--- src/rtl/midi_byte_arbiter.sv ---
// midi_byte_arbiter
// Shares the MIDI byte-trigger path between the live UART parser and the
// internal sysex/patch generator. Whole messages are granted, bytes are
// spaced so the downstream trigger chain can settle, a starved generator is
// forced in after a run of live messages, and a stalled owner is aborted.
//
//  state | meaning
//  ------+-------------------------------------------------------------
//  IDLE  | no owner; arbitrate between pending sources
//  GRANT | owner's ready high, waiting for its next byte (stall timer runs)
//  EMIT  | byteready pulse for the byte accepted in GRANT
//  GAP   | settle time after every byte; then next byte or back to IDLE

module midi_byte_arbiter #(
    parameter int unsigned GAP_CYCLES     = 6,
    parameter int unsigned STALL_TIMEOUT  = 1024,
    parameter int unsigned MAX_LIVE_BURST = 4
) (
    input  logic       reg_clk,
    input  logic       reset_reg,
    input  logic       live_valid,
    input  logic [7:0] live_data,
    input  logic       live_last,
    output logic       live_ready,
    input  logic       gen_valid,
    input  logic [7:0] gen_data,
    input  logic       gen_last,
    output logic       gen_ready,
    output logic       byteready,
    output logic [7:0] midi_in_data,
    output logic [7:0] midibyte_nr,
    output logic       is_st_sysex,
    output logic       grant_gen,
    output logic       busy,
    output logic       abort_pulse
);

    localparam int unsigned GAP_W   = $clog2(GAP_CYCLES + 1);
    localparam int unsigned STALL_W = (STALL_TIMEOUT > 1) ? $clog2(STALL_TIMEOUT) : 1;
    localparam int unsigned BURST_W = $clog2(MAX_LIVE_BURST + 1);

    localparam logic [GAP_W-1:0]   GAP_LOAD   = GAP_W'(GAP_CYCLES);
    localparam logic [GAP_W-1:0]   GAP_ONE    = GAP_W'(1);
    localparam logic [STALL_W-1:0] STALL_LAST = STALL_W'(STALL_TIMEOUT - 1);
    localparam logic [BURST_W-1:0] BURST_MAX  = BURST_W'(MAX_LIVE_BURST);

    typedef enum logic [1:0] {
        IDLE  = 2'd0,
        GRANT = 2'd1,
        EMIT  = 2'd2,
        GAP   = 2'd3
    } state_t;

    state_t               state;
    state_t               state_nxt;

    logic [7:0]           byte_idx;
    logic                 last_flag;
    logic [GAP_W-1:0]     gap_cnt;
    logic [STALL_W-1:0]   stall_cnt;
    logic [BURST_W-1:0]   burst_cnt;

    logic                 any_valid;
    logic                 choose_gen;
    logic                 owner_valid;
    logic [7:0]           owner_data;
    logic                 owner_last;
    logic                 arbitrate;
    logic                 accept;
    logic                 stall_expire;
    logic                 gap_done;
    logic                 msg_done;

    // Source selection: the generator only wins a contested arbitration once
    // live has had MAX_LIVE_BURST consecutive messages while gen was waiting.
    assign any_valid    = live_valid | gen_valid;
    assign choose_gen   = gen_valid & (~live_valid | (burst_cnt == BURST_MAX));

    assign owner_valid  = grant_gen ? gen_valid : live_valid;
    assign owner_data   = grant_gen ? gen_data  : live_data;
    assign owner_last   = grant_gen ? gen_last  : live_last;

    assign arbitrate    = (state == IDLE) & any_valid;
    assign accept       = (state == GRANT) & owner_valid;
    assign stall_expire = (state == GRANT) & ~owner_valid & (stall_cnt == STALL_LAST);
    assign gap_done     = (state == GAP) & (gap_cnt == GAP_ONE);
    assign msg_done     = gap_done & last_flag;

    // State register.
    always_ff @(posedge reg_clk or posedge reset_reg) begin
        if (reset_reg) begin
            state <= IDLE;
        end else begin
            state <= state_nxt;
        end
    end

    // Next-state decode.
    always_comb begin
        state_nxt = state;
        case (state)
            IDLE: begin
                if (any_valid) begin
                    state_nxt = GRANT;
                end
            end
            GRANT: begin
                if (owner_valid) begin
                    state_nxt = EMIT;
                end else if (stall_cnt == STALL_LAST) begin
                    state_nxt = IDLE;
                end
            end
            EMIT: begin
                state_nxt = GAP;
            end
            GAP: begin
                if (gap_cnt == GAP_ONE) begin
                    state_nxt = last_flag ? IDLE : GRANT;
                end
            end
            default: begin
                state_nxt = IDLE;
            end
        endcase
    end

    // Handshake and status outputs decoded from the current state.
    always_comb begin
        live_ready = 1'b0;
        gen_ready  = 1'b0;
        byteready  = 1'b0;
        busy       = 1'b1;
        case (state)
            IDLE: begin
                busy = 1'b0;
            end
            GRANT: begin
                live_ready = ~grant_gen;
                gen_ready  = grant_gen;
            end
            EMIT: begin
                byteready = 1'b1;
            end
            default: begin
                busy = 1'b1;
            end
        endcase
    end

    // Owner flag: set at arbitration, dropped when the message ends or aborts.
    always_ff @(posedge reg_clk or posedge reset_reg) begin
        if (reset_reg) begin
            grant_gen <= 1'b0;
        end else if (arbitrate) begin
            grant_gen <= choose_gen;
        end else if (msg_done | stall_expire) begin
            grant_gen <= 1'b0;
        end
    end

    // Byte latch: data and index are held from EMIT until the next accept.
    always_ff @(posedge reg_clk or posedge reset_reg) begin
        if (reset_reg) begin
            midi_in_data <= 8'h00;
            midibyte_nr  <= 8'h00;
            last_flag    <= 1'b0;
        end else if (accept) begin
            midi_in_data <= owner_data;
            midibyte_nr  <= byte_idx;
            last_flag    <= owner_last;
        end else if (stall_expire) begin
            midi_in_data <= 8'h00;
            midibyte_nr  <= 8'h00;
            last_flag    <= 1'b0;
        end
    end

    // Sysex flag follows the status byte of the message in flight.
    always_ff @(posedge reg_clk or posedge reset_reg) begin
        if (reset_reg) begin
            is_st_sysex <= 1'b0;
        end else if (accept && (byte_idx == 8'h00)) begin
            is_st_sysex <= (owner_data == 8'hF0);
        end else if (msg_done | stall_expire) begin
            is_st_sysex <= 1'b0;
        end
    end

    // Position within the message; saturates so long sysex dumps stay at 255.
    always_ff @(posedge reg_clk or posedge reset_reg) begin
        if (reset_reg) begin
            byte_idx <= 8'h00;
        end else if (state == IDLE) begin
            byte_idx <= 8'h00;
        end else if ((state == EMIT) && (byte_idx != 8'hFF)) begin
            byte_idx <= byte_idx + 8'd1;
        end
    end

    // Inter-byte spacing down-counter, loaded on the byteready cycle.
    always_ff @(posedge reg_clk or posedge reset_reg) begin
        if (reset_reg) begin
            gap_cnt <= '0;
        end else if (state == EMIT) begin
            gap_cnt <= GAP_LOAD;
        end else if ((state == GAP) && (gap_cnt != '0)) begin
            gap_cnt <= gap_cnt - GAP_ONE;
        end
    end

    // Stall timer counts owner-idle cycles in GRANT only.
    always_ff @(posedge reg_clk or posedge reset_reg) begin
        if (reset_reg) begin
            stall_cnt <= '0;
        end else if ((state == GRANT) && !owner_valid && !stall_expire) begin
            stall_cnt <= stall_cnt + STALL_W'(1);
        end else begin
            stall_cnt <= '0;
        end
    end

    // Live-burst counter, only touched when an arbitration actually happens.
    always_ff @(posedge reg_clk or posedge reset_reg) begin
        if (reset_reg) begin
            burst_cnt <= '0;
        end else if (arbitrate) begin
            if (choose_gen || !gen_valid) begin
                burst_cnt <= '0;
            end else if (burst_cnt != BURST_MAX) begin
                burst_cnt <= burst_cnt + BURST_W'(1);
            end
        end
    end

    // Abort strobe appears the cycle after the stall limit is hit.
    always_ff @(posedge reg_clk or posedge reset_reg) begin
        if (reset_reg) begin
            abort_pulse <= 1'b0;
        end else begin
            abort_pulse <= stall_expire;
        end
    end

endmodule

--- config.mk ---
export PLATFORM = sky130hd
export DESIGN_NAME = midi_byte_arbiter
export DESIGN_NICKNAME = d
export VERILOG_FILES = /design/src/rtl/midi_byte_arbiter.sv
export SDC_FILE = /design/constraint.sdc
export NUM_CORES = 1
export LEC_CHECK = 0
export CORE_ASPECT_RATIO = 1.2
export CORE_MARGIN = 2
export CORE_UTILIZATION = 45
export CTS_CLUSTER_SIZE = 16
export DETAILED_ROUTE_END_ITERATION = 8
export GPL_ROUTABILITY_DRIVEN = 1
export PLACE_DENSITY = 0.73
export SLEW_MARGIN = 30
export SYNTH_ARGS = -nofsm -noshare
export SYNTH_HDL_FRONTEND = slang
export SYNTH_SLANG_ARGS = --single-unit
export TNS_END_PERCENT = 20
--- constraint.sdc ---
create_clock -name reg_clk -period 2.1 [get_ports reg_clk]
set_clock_uncertainty 0.2 [all_clocks]
set_input_delay 0.315 -clock reg_clk [delete_from_list [all_inputs] [get_ports reg_clk]]
set_output_delay 0.315 -clock reg_clk [all_outputs]
set_load 0.05 [all_outputs]
# ---- Word level (Yosys, flattened, before mapping)
# Cells that the tools add are included.
# W data, S select, Z words.
dict set report classes {
  addsub 4
  mul 0
  div 0
  order_cmp 0
  eq_ne 12
  shifts 0
  muxes 28
  n_bitwise 13
  n_reduce_logical 20
}
# op count
set op_table {}
lappend op_table {{$mux W8} 6}
lappend op_table {{$mux W1} 12}
lappend op_table {{$mux W3} 4}
lappend op_table {{$reduce_bool A2 Y1} 6}
lappend op_table {{$add A10 B1 Y10 const B} 1}
lappend op_table {{$eq A10 B10 Y1 const B} 1}
lappend op_table {{$mux W10} 1}
lappend op_table {{$add A8 B1 Y8 const B} 1}
lappend op_table {{$eq A8 B8 Y1 const B} 1}
lappend op_table {{$logic_not A8 Y1} 1}
lappend op_table {{$mux W2} 4}
lappend op_table {{$ne A8 B8 Y1 const B} 1}
lappend op_table {{$pmux W2 S4} 1}
lappend op_table {{$and A1 B1 Y1} 7}
lappend op_table {{$logic_and A1 B1 Y1} 5}
lappend op_table {{$eq A2 B2 Y1 const B} 2}
lappend op_table {{$add A3 B1 Y3 const B} 1}
lappend op_table {{$eq A3 B1 Y1 const B} 1}
lappend op_table {{$eq A3 B3 Y1 const B} 1}
lappend op_table {{$logic_not A1 Y1} 3}
lappend op_table {{$ne A3 B2 Y1 const B} 1}
lappend op_table {{$ne A3 B3 Y1 const B} 1}
lappend op_table {{$not A1 Y1} 3}
lappend op_table {{$or A1 B1 Y1} 3}
lappend op_table {{9 further kinds} 9}
dict set report word_totals {
  reg_bits 46
  latchBits 0
  ramBits 0
  mem_bits_ro 0
  input_bits 22
  wordCells 88
  memories 0
}

# ---- Depth between registers and ports, before layout
# Gate-level depths: netlist of the first run.
dict set report depth {
  ltp_word 7
  mapped_depth 6
  mapped_depth_nobuf 6
}

# ---- Worst setup path after synthesis of the first run
# No wires, ideal clock.
dict set report synth_path {
  path_type {reg-to-reg}
  startpoint {register with a tool-made name}
  endpoint {register byte_idx[7]}
  setup_ps 89
  arrival_ps 2105
  required_ps 1811
  slack_ps -294
  stages_incl_launch_ff 5
  n_path_buf 0
  path_cell_list {dfrtp_1 nor2b_1 o21ai_1 or4_1 o211ai_1}
}
# element line
set synth_rtl {}
lappend synth_rtl {{end signal: assignment} 197} ;# byte_idx <= byte_idx + 8'd1;
lappend synth_rtl {{end: declaration} 57} ;# logic [7:0] byte_idx;

# ---- Worst setup path after layout of the first run
dict set report layout_path {
  startpoint {register midi_in_data[6]}
  endpoint {output midi_in_data[6]}
}
# element line
set layout_rtl {}
lappend layout_rtl {{start: declaration} 30} ;# output logic [7:0] midi_in_data,
lappend layout_rtl {{start signal: assignment} 169} ;# midi_in_data <= owner_data;
# No word-level cell between the ends.

==> results of run 1 <==
[final timing paths]
path | endpoint | from | depth (start not counted) | slack [ns]
min in group reg_clk | midibyte_nr[6]$_DFFE_PP0P_ | midibyte_nr[6]$_DFFE_PP0P_ | 2 | 0.31
hold reg to reg | midibyte_nr[6]$_DFFE_PP0P_ | midibyte_nr[6]$_DFFE_PP0P_ | 2 | 0.31
max in group asynchronous | grant_gen$_DFFE_PP0P_ | reset_reg | 3 | 1.31
setup reg to reg | midi_in_data[5]$_DFFE_PP0P_ | stall_cnt[2]$_DFF_PP0_ | 4 | 0.12
setup / recovery | midi_in_data[6] | midi_in_data[6]$_DFFE_PP0P_ | 1 | 0.09
hold / removal | abort_pulse$_DFF_PP0_ | reset_reg | 3 | 0.15
[through the flow]
step | std cells | TNS [ns] | cell area (sq um) | hold WS, ns | power, mW
global placement | 359 | -0.161 | 2950 | 0.282 | 1.01
finish | 367 | 0 | 3060 | 0.147 | 1.65
CTS | 367 | 0 | 3060 | 0.162 | 1.66
detailed placement | 359 | -0.571 | 2950 | 0.294 | 1.01
floorplan | 255 | -0.0438 | 2370 | 0.256 | 0.942
global route | 367 | 0 | 3060 | 0.209 | 1.70
[layer usage]
metal  global-route usage [%]  up-vias
li1                         -      983
met1                     24.9      987
met2                     33.9       43
met3                     2.29       10
met4                     9.44        0
met5                        0        -
[power by group through the flow]
stage / Sequential [mW] / Clock, mW / Combinational, mW
2_1_floorplan: 0.915 / 0 / 0.0261
3_3_place_gp: 0.907 / 0 / 0.0997
3_5_place_dp: 0.907 / 0 / 0.101
4_1_cts: 0.889 / 0.668 / 0.101
5_1_grt: 0.890 / 0.699 / 0.108
6_report: 0.889 / 0.661 / 0.0993
[layout by cell type (no fill, tap or decap), drive strengths merged, types with 2 or more instances in the layout]
master / count
nand2b: 5
clkdlybuf4s50: 39
clkinv: 3
o22ai: 2
a21oi: 4
ha: 8
nor2b: 4
a22o: 2
clkbuf: 5
nand3: 29
xnor2: 5
inv: 10
mux2i: 12
nor3: 5
o21ai: 19
and3: 4
xor2: 3
nor2: 21
or4: 2
nand4: 3
dfrtp: 46
buf: 17
nand2: 39
a31oi: 4
nor4: 2
[flip-flops by register name, summed over array words and instances, names as in the netlist, named ones only]
name          count
abort_pulse       1
gap_cnt           3
burst_cnt         3
byte_idx          8
midibyte_nr       8
state             1
stall_cnt        10
midi_in_data      8
last_flag         1
grant_gen         1
is_st_sysex       1
[kinds of logic (layout without fill, tap and decap cells)]
family	after synthesis	in the layout	synth area share [%]
mux	13	13	5.71
buf+inv	23	75	4.60
compound gates	39	39	10.4
flops	46	46	48.6
simple gates	118	118	23.5
xor+xnor	8	8	2.96
fa+ha+maj	8	8	4.23
[tightest hold or removal path, cell delays in order]
cell             delay, ns
clkdlybuf4s50_1       0.40
clkinv_1              0.07
buf_12                0.24
[synthesized netlist by cell type (5+ instances only)]
cell and instances:
dfrtp_1 46, ha_1 8, mux2i_1 12, nand3_1 29
xnor2_1 5, nor2_1 21, nor3_1 5, nand2_1 39
o21ai_0 18, inv_1 11, clkbuf_1 9, nand2b_1 5
[final cells by class]
type | instances | area (sq um)
clock inverters | 3 | 40.0
flip-flops and latches | 46 | 1150
clock buffers | 5 | 68.8
repair buffers | 56 | 568
fillers | 432 | 1950
multi-input cells | 186 | 1110
inverters | 11 | 41.3
well taps | 60 | 75.1
==> flow_summary.json, run 1 <==
{
  "port-buffer-count": 44,
  "met1_length_um": 2260,
  "clkSlewWorstSetupHoldPaths_ns": 0.09,
  "drt_pass1_iterations": 4,
  "critical_path.startpoint_type": "flip-flop",
  "max_freq_mhz": 497,
  "cts_root_cell": "clkbuf_8",
  "synth_top_flop_cell": "dfrtp_1",
  "grt.overflow.total": 0,
  "status": "finished, final reports clean",
  "drtAntennaViolNets": 0,
  "routabilityCongestion": 0.856,
  "asyncSetResetFlopFracSynth_pct": 100,
  "cts-buffers-inserted": 5,
  "number_of_buffers_inserted_by_post_cts_setup_repair": 0,
  "grt_max_degree": 47,
  "cts.path.max_buffers": 2,
  "most_area_hungry_cell_type_in_the_yosys_netlist": "dfrtp_1",
  "crit_path_cell_trace": "clkdlybuf4s50_1",
  "finalCriticalPeriod_ns": 2.01,
  "hold_path.class": "in2async",
  "cts_hold_repair.buffers": 0,
  "tritoncts": "yes",
  "critPathKind": "reg2out",
  "io_count": 45,
  "row_count": 28,
  "die_w_um": 70.2,
  "critical_path_buf_inv_count": 1,
  "cts-htree-levels": 2,
  "design.final.nets": 336,
  "syn-num-nets": 285,
  "finalCritPeriodShare_pct": 95.9,
  "initial_drc_count": 127,
  "synth_sequential_area_ratio_pct": 48.6,
  "worst_path_largest_cell_delay_ns": 0.81,
  "power_density_mw_per_mm2": 539,
  "wl_per_cell_um": 14.7,
  "worst_setup_path_end_kind": "output pin",
  "floorplan.initialDensity_pct": 47.3,
  "viasPerCell": 5.51,
  "detailroute.wirelength.met3_um": 186,
  "synth-edff-count": 0,
  "met2_wl_post_dr_um": 2810,
  "worstSkewPairLatency_ns": 0.30,
  "cts.sinks": 46,
  "first_global_vias": 2042,
  "dpl.hpwl_um": 3950,
  "synth.distinct_cells": 39,
  "crit_path_max_fanout": 2,
  "post-synth-top-area-fraction_pct": 48.6,
  "power.switching_uw": 358,
  "final_core_util_pct": 61.1,
  "share_seq_of_total_power_pct": 53.9,
  "detailedPlace.worstSlack_ns": -0.0642,
  "track_usage_pct": 19.9,
  "n_antenna_cell": 0,
  "netSwitchingFraction_pct": 21.7,
  "syn_to_final_growth_pct": 29.3,
  "die-height_um": 83.5,
  "vdd_ir_drop_max_v": 0.000323,
  "final-max-slew-violation-count": 0,
  "max-slew-margin-rel_pct": 65.0,
  "detailroute.via_count": 2023,
  "synthesized_flop_and_latch_total": 46,
  "crit_path_leading_delay_family": "buffers and inverters",
  "core-area_sq_mm": 0.00501,
  "internal_power_mw": 1.29,
  "rsz0062_at_grt": "false",
  "top_signal_layer_used": "met4",
  "syn-instance-count": 255,
  "wire_length_of_the_first_global_routing_pass_um": 9450,
  "combPwrFrac_pct": 6.0,
  "clock_power_share_pct": 40.1,
  "synthesis.area_per_instance_sq_um": 9.28,
  "antenna_violations_before_repair": 0,
  "cpMaxStageDelayCell": "clkdlybuf4s50_1",
  "design.die.area_sq_mm": 0.00586,
  "critPathArrivalTime_ns": 1.50,
  "final_layout_size_suffix_gt1_share_pct": 11.1,
  "finalWorstSetupSlack_ns": 0.0861,
  "setup_viol": 0,
  "synth.top_cells.by_area": "dfrtp_1 49%, nand2_1 6.2%, nand3_1 6.1%",
  "synth.yosys.warnings": 0,
  "timing_hold_violations_final": 0,
  "route.detailed.drc": 0,
  "cell_area_synth_sq_mm": 0.00237,
  "worst_ep_required_time_ns": 1.58,
  "static-leakage-power_nw": 1.34,
  "worst_slew_pin_slew_ns": 0.523,
  "drv.max_cap_violation_count": 0,
  "drt-total-wl_um": 5400,
  "cts_repair_resize_count": 0
}
(Power assumes the default switching activity.)
==> inputs of run 2 (changes only) <==
--- a/config.mk
+++ b/config.mk
@@ -11,6 +11,7 @@
 export CTS_CLUSTER_SIZE = 16
 export DETAILED_ROUTE_END_ITERATION = 8
 export GPL_ROUTABILITY_DRIVEN = 1
+export GPL_TIMING_DRIVEN = 0
 export PLACE_DENSITY = 0.73
 export SLEW_MARGIN = 30
 export SYNTH_ARGS = -nofsm -noshare
==> flow_summary.json, run 2 (synthesized netlist as in run 1, its figures left out) <==
{
  "critPathArrivalTime_ns": 1.52,
  "die_w_um": 70.2,
  "timing_hold_violations_final": 0,
  "r2r-start": "grant_gen$_DFFE_PP0P_",
  "dpl.hpwl_um": 3950,
  "die-height_um": 83.5,
  "hold_path.class": "in2async",
  "tritoncts": "yes",
  "port-buffer-count": 44,
  "n_antenna_cell": 0,
  "critical_path.startpoint_type": "flip-flop",
  "nFillCells": 443,
  "met1_length_um": 2270,
  "ff2ff_path_depth": 6,
  "viasPerCell": 5.43,
  "crit_path_max_fanout": 10,
  "route.detailed.drc": 0,
  "antenna_violations_before_repair": 0,
  "clkSlewWorstSetupHoldPaths_ns": 0.09,
  "drt_pass1_iterations": 4,
  "worstSkewPairLatency_ns": 0.31,
  "mostFrequentLayoutCell": "dfrtp_1",
  "detailedPlace.worstSlack_ns": -0.510,
  "detailroute.via_count": 1986,
  "top_signal_layer_used": "met4",
  "max-slew-margin-rel_pct": 62.8,
  "wire_length_of_the_first_global_routing_pass_um": 9060,
  "drtAntennaViolNets": 0,
  "first_global_vias": 1947,
  "row_count": 28,
  "cpMaxStageDelayCell": "dfrtp_1",
  "design.final.nets": 335,
  "cts_root_cell": "clkbuf_8",
  "postLayoutCellArea_sq_mm": 0.00302,
  "worst_slew_pin_slew_ns": 0.557,
  "core-area_sq_mm": 0.00501,
  "finalWorstSetupSlack_ns": 0.0656,
  "cts-buffers-inserted": 5,
  "critPathKind": "reg2out",
  "placedInstanceArea_sq_mm": 0.00291,
  "worst_path_largest_cell_delay_ns": 0.43,
  "cts.sinks": 46,
  "regToRegEndpoint": "midi_in_data[6]$_DFFE_PP0P_",
  "status": "finished, final reports clean",
  "final-max-slew-violation-count": 0,
  "regMostFlops": "stall_cnt",
  "worst_setup_path_end_kind": "output pin",
  "static-leakage-power_nw": 1.31,
  "cts.path.max_buffers": 2,
  "hold-worst-slack_ns": 0.170,
  "critical-path-top-cell-by-count": "buf_2",
  "worst_ep_required_time_ns": 1.58,
  "max_freq_mhz": 492,
  "most-common-layout-cells": "45 x dfrtp_1, 40 x clkdlybuf4s50_1, 39 x nand2_1",
  "drv.max_cap_violation_count": 0,
  "final.setup.tns_ns": 0,
  "cts-htree-levels": 2,
  "syn_to_final_growth_pct": 27.5,
  "finalCritPeriodShare_pct": 96.9,
  "vdd_ir_drop_max_v": 0.000310,
  "final_core_util_pct": 60.3,
  "reg2reg_setup_slack_ns": 0.07,
  "cts_hold_repair.buffers": 0,
  "track_usage_pct": 18.9,
  "met2_wl_post_dr_um": 2670,
  "floorplan.initialDensity_pct": 47.3,
  "largest_reg_flops": 10,
  "rsz0062_at_grt": "true",
  "setup_viol": 0,
  "final_layout_size_suffix_gt1_share_pct": 9.48,
  "io_count": 45,
  "design.die.area_sq_mm": 0.00586,
  "finalCriticalPeriod_ns": 2.03,
  "routabilityCongestion": 0.849,
  "initial_drc_count": 73,
  "critical_path_buf_inv_count": 3,
  "drt-total-wl_um": 5210,
  "grt_max_degree": 26,
  "crit_path_leading_delay_family": "buffers and inverters",
  "grt.overflow.total": 0,
  "detailroute.wirelength.met3_um": 181,
  "crit_path_cell_trace": "buf_2, nor2_4, inv_1, buf_2",
  "power_density_mw_per_mm2": 551,
  "wl_per_cell_um": 14.2
}
[run 2: cell count changes in the layout (fill, tap and decap cells not counted), sizes merged]
cell           change
clkbuf             +7
clkinv             -2
buf                -9
inv                +2
clkdlybuf4s50      +1
[run 2: worst max path at each step]
stage	startpoint	end	slack [ns]	cells past startpoint
detailed placement	state[0]$_DFFE_PP0P_	busy	-0.51	4
floorplan	grant_gen$_DFFE_PP0P_	live_ready	-0.04	3
global route	state[0]$_DFFE_PP0P_	busy	-0.03	4
finish	state[0]$_DFFE_PP0P_	busy	0.07	4
CTS	state[0]$_DFFE_PP0P_	busy	-0.14	4
global placement	reset_reg	grant_gen$_DFFE_PP0P_	-0.58	2
[run 2: timing repair]
action,CTS,global route
setup endpoints to repair,4,9
setup buffers,0,0
resized for setup,15,12
pin swaps,0,1
[run 2: report_power, final]
| part | internal (mW) | switching (mW) |
|---|---|---|
| Combinational | 0.0522 | 0.0473 |
| Sequential | 0.887 | 0.00175 |
| Clock | 0.357 | 0.318 |
[run 2: area by class of cell]
type	instances	area [sq um]	area share, %
sequential	46	1150	38.2
multi-input combinational	186	1120	37.2
timing repair buffer	45	448	14.8
tap	60	75.1	2.49
clock buffer	5	68.8	2.28
buffer	10	66.3	2.20
clock inverter	3	43.8	1.45
inverter	11	41.3	1.37
[run 2: per-layer routing]
layer  vias to the layer above  global-route usage, %
met5                         -                      0
met4                         0                   5.59
met3                         9                   3.86
met2                        47                   32.4
met1                       949                   24.1
li1                        981                      -
[run 2: stage by stage]
stage | instances | power, mW
after CTS | 367 | 1.68
after global placement | 359 | 1.00
after floorplan | 255 | 0.942
after detailed placement | 360 | 1.01
final | 366 | 1.66
after global routing | 366 | 1.73
==> inputs of run 3 (changes only) <==
--- a/config.mk
+++ b/config.mk
@@ -6,13 +6,12 @@
 export NUM_CORES = 1
 export LEC_CHECK = 0
 export CORE_ASPECT_RATIO = 1.2
-export CORE_MARGIN = 2
 export CORE_UTILIZATION = 45
 export CTS_CLUSTER_SIZE = 16
 export DETAILED_ROUTE_END_ITERATION = 8
 export GPL_ROUTABILITY_DRIVEN = 1
 export GPL_TIMING_DRIVEN = 0
-export PLACE_DENSITY = 0.73
+export PLACE_DENSITY = 0.71
 export SLEW_MARGIN = 30
 export SYNTH_ARGS = -nofsm -noshare
 export SYNTH_HDL_FRONTEND = slang
==> constraint.sdc (replaced) <==
create_clock -name reg_clk -period 2.6 [get_ports reg_clk]
set_clock_uncertainty 0.2 [all_clocks]
set_input_delay 0.39 -clock reg_clk [delete_from_list [all_inputs] [get_ports reg_clk]]
set_output_delay 0.39 -clock reg_clk [all_outputs]
set_load 0.05 [all_outputs]
==> flow_summary.json, run 3 (synthesized netlist as in run 1, its figures left out) <==
{
  "setup_viol": 0,
  "worstSkewPairLatency_ns": 0.30,
  "max-slew-margin-rel_pct": 61.0,
  "cts_hold_repair.buffers": 0,
  "timing_hold_violations_final": 0,
  "critical_path_buf_inv_count": 1,
  "critPathKind": "reg2out",
  "port-buffer-count": 44,
  "cts_root_cell": "clkbuf_8",
  "finalCritPeriodShare_pct": 95.3,
  "hold-worst-slack_ns": 0.303,
  "drv.max_cap_violation_count": 0,
  "detailedPlace.worstSlack_ns": -0.137,
  "antenna_violations_before_repair": 0,
  "viasPerCell": 5.38,
  "placedInstanceArea_sq_mm": 0.00289,
  "cts.sinks": 46,
  "n_antenna_cell": 0,
  "wl_per_cell_um": 14.1,
  "final.setup.tns_ns": 0,
  "crit_path_leading_delay_family": "buffers and inverters",
  "postLayoutCellArea_sq_mm": 0.00297,
  "cpMaxStageDelayCell": "clkdlybuf4s50_1",
  "route.detailed.drc": 0,
  "mostFrequentLayoutCell": "dfrtp_1",
  "finalWorstSetupSlack_ns": 0.122,
  "worst_slew_pin_slew_ns": 0.586,
  "design.final.nets": 335,
  "largest_reg_flops": 10,
  "power_mw": 1.24,
  "drt_pass1_iterations": 4,
  "max_freq_mhz": 404,
  "static-leakage-power_nw": 1.29,
  "first_global_vias": 1910,
  "crit_path_cell_trace": "nor2b_1, and2_1, clkdlybuf4s50_1",
  "worst_setup_path_end_kind": "output pin",
  "critical_path.startpoint_type": "flip-flop",
  "rsz0062_at_grt": "false",
  "vdd_ir_drop_max_v": 0.000226,
  "floorplan.initialDensity_pct": 47.3,
  "die-height_um": 81.5,
  "grt.overflow.total": 0,
  "syn_to_final_growth_pct": 25.4,
  "grt_max_degree": 47,
  "routabilityCongestion": 0.784,
  "drtAntennaViolNets": 0,
  "dpl.hpwl_um": 3760,
  "cts-htree-levels": 2,
  "core-area_sq_mm": 0.00501,
  "design.die.area_sq_mm": 0.00556,
  "detailroute.via_count": 1969,
  "track_usage_pct": 20.6,
  "finalCriticalPeriod_ns": 2.48,
  "cts-buffers-inserted": 5,
  "io_count": 45,
  "worst_path_largest_cell_delay_ns": 0.81,
  "power_density_mw_per_mm2": 419,
  "initial_drc_count": 87,
  "die_w_um": 68.2,
  "cts.path.max_buffers": 2,
  "hold_path.class": "in2async",
  "critPathArrivalTime_ns": 1.89,
  "crit_cells": 3,
  "clkSlewWorstSetupHoldPaths_ns": 0.09,
  "crit_path_max_fanout": 6,
  "final_layout_size_suffix_gt1_share_pct": 5.88,
  "ff2ff_path_depth": 6,
  "wire_length_of_the_first_global_routing_pass_um": 8560,
  "row_count": 28,
  "regMostFlops": "stall_cnt",
  "tritoncts": "yes",
  "worst_ep_required_time_ns": 2.01,
  "final-max-slew-violation-count": 0,
  "drt-total-wl_um": 5160,
  "most-common-layout-cells": "46 x dfrtp_1, 42 x clkdlybuf4s50_1, 39 x nand2_1",
  "status": "finished, final reports clean"
}
run 3: path summary, 6_finish.rpt:
path,startpoint,to,slack [ns]
setup / recovery,flip-flop,gen_ready,0.12
hold / removal,reset_reg,burst_cnt[2]$_DFFE_PP0P_,0.30
setup reg to reg,grant_gen$_DFFE_PP0P_,midi_in_data[6]$_DFFE_PP0P_,0.43
hold reg to reg,midibyte_nr[6]$_DFFE_PP0P_,midibyte_nr[6]$_DFFE_PP0P_,0.30
max in group asynchronous,reset_reg,midi_in_data[5]$_DFFE_PP0P_,1.48
min in group reg_clk,midibyte_nr[6]$_DFFE_PP0P_,midibyte_nr[6]$_DFFE_PP0P_,0.30
run 3: cell type report:
type / count / area [sq um]
clock inverter: 1 / 5.00
fill: 454 / 2040
inverter: 11 / 43.8
clock buffer: 7 / 86.3
buffer: 11 / 63.8
tap: 60 / 75.1
sequential: 46 / 1150
timing repair buffer: 44 / 434
multi-input combinational: 186 / 1110
run 3: timing repair:
| action | in CTS | in global routing |
|---|---|---|
| endpoints found under the setup margin | 3 | 1 |
| gates resized for setup | 3 | 2 |
| endpoints found under the hold margin | 0 | 0 |
| setup buffers | 0 | 0 |
run 3: worst register-to-register path: stages, from the launching register on:
cell	delay [ns]
dfrtp_1	0.39
buf_6	0.20
mux2_4	0.33
or4_4	0.56
buf_6	0.17
a21oi_2	0.13
a31oi_1	0.05
run 3: metrics by stage:
step / util [%] / cells
after floorplan: - / 255
after global placement: 57.5 / 359
after detailed placement: 57.6 / 359
after CTS: 59.3 / 366
after global routing: 59.3 / 366
final: 59.3 / 366
run 3: report_power, final:
| group | internal [mW] | switching, mW | leakage, nW |
|---|---|---|---|
| logic | 0.0378 | 0.0377 | 0.608 |
| clock network | 0.215 | 0.235 | 0.0482 |
| registers | 0.717 | 0.00140 | 0.629 |
run 3: routing by layer:
| layer | vias to the layer above | GRT usage [%] | share of wire [%] | wire [um] |
|---|---|---|---|---|
| met1 | 939 | 25.6 | 47 | 2410 |
| met5 | - | 0 | 0 | 0 |
| met2 | 39 | 34.7 | 48 | 2480 |
| met4 | 0 | 8.75 | 1.4 | 73 |
| met3 | 7 | 3.75 | 3.8 | 196 |
| li1 | 984 | - | - | - |
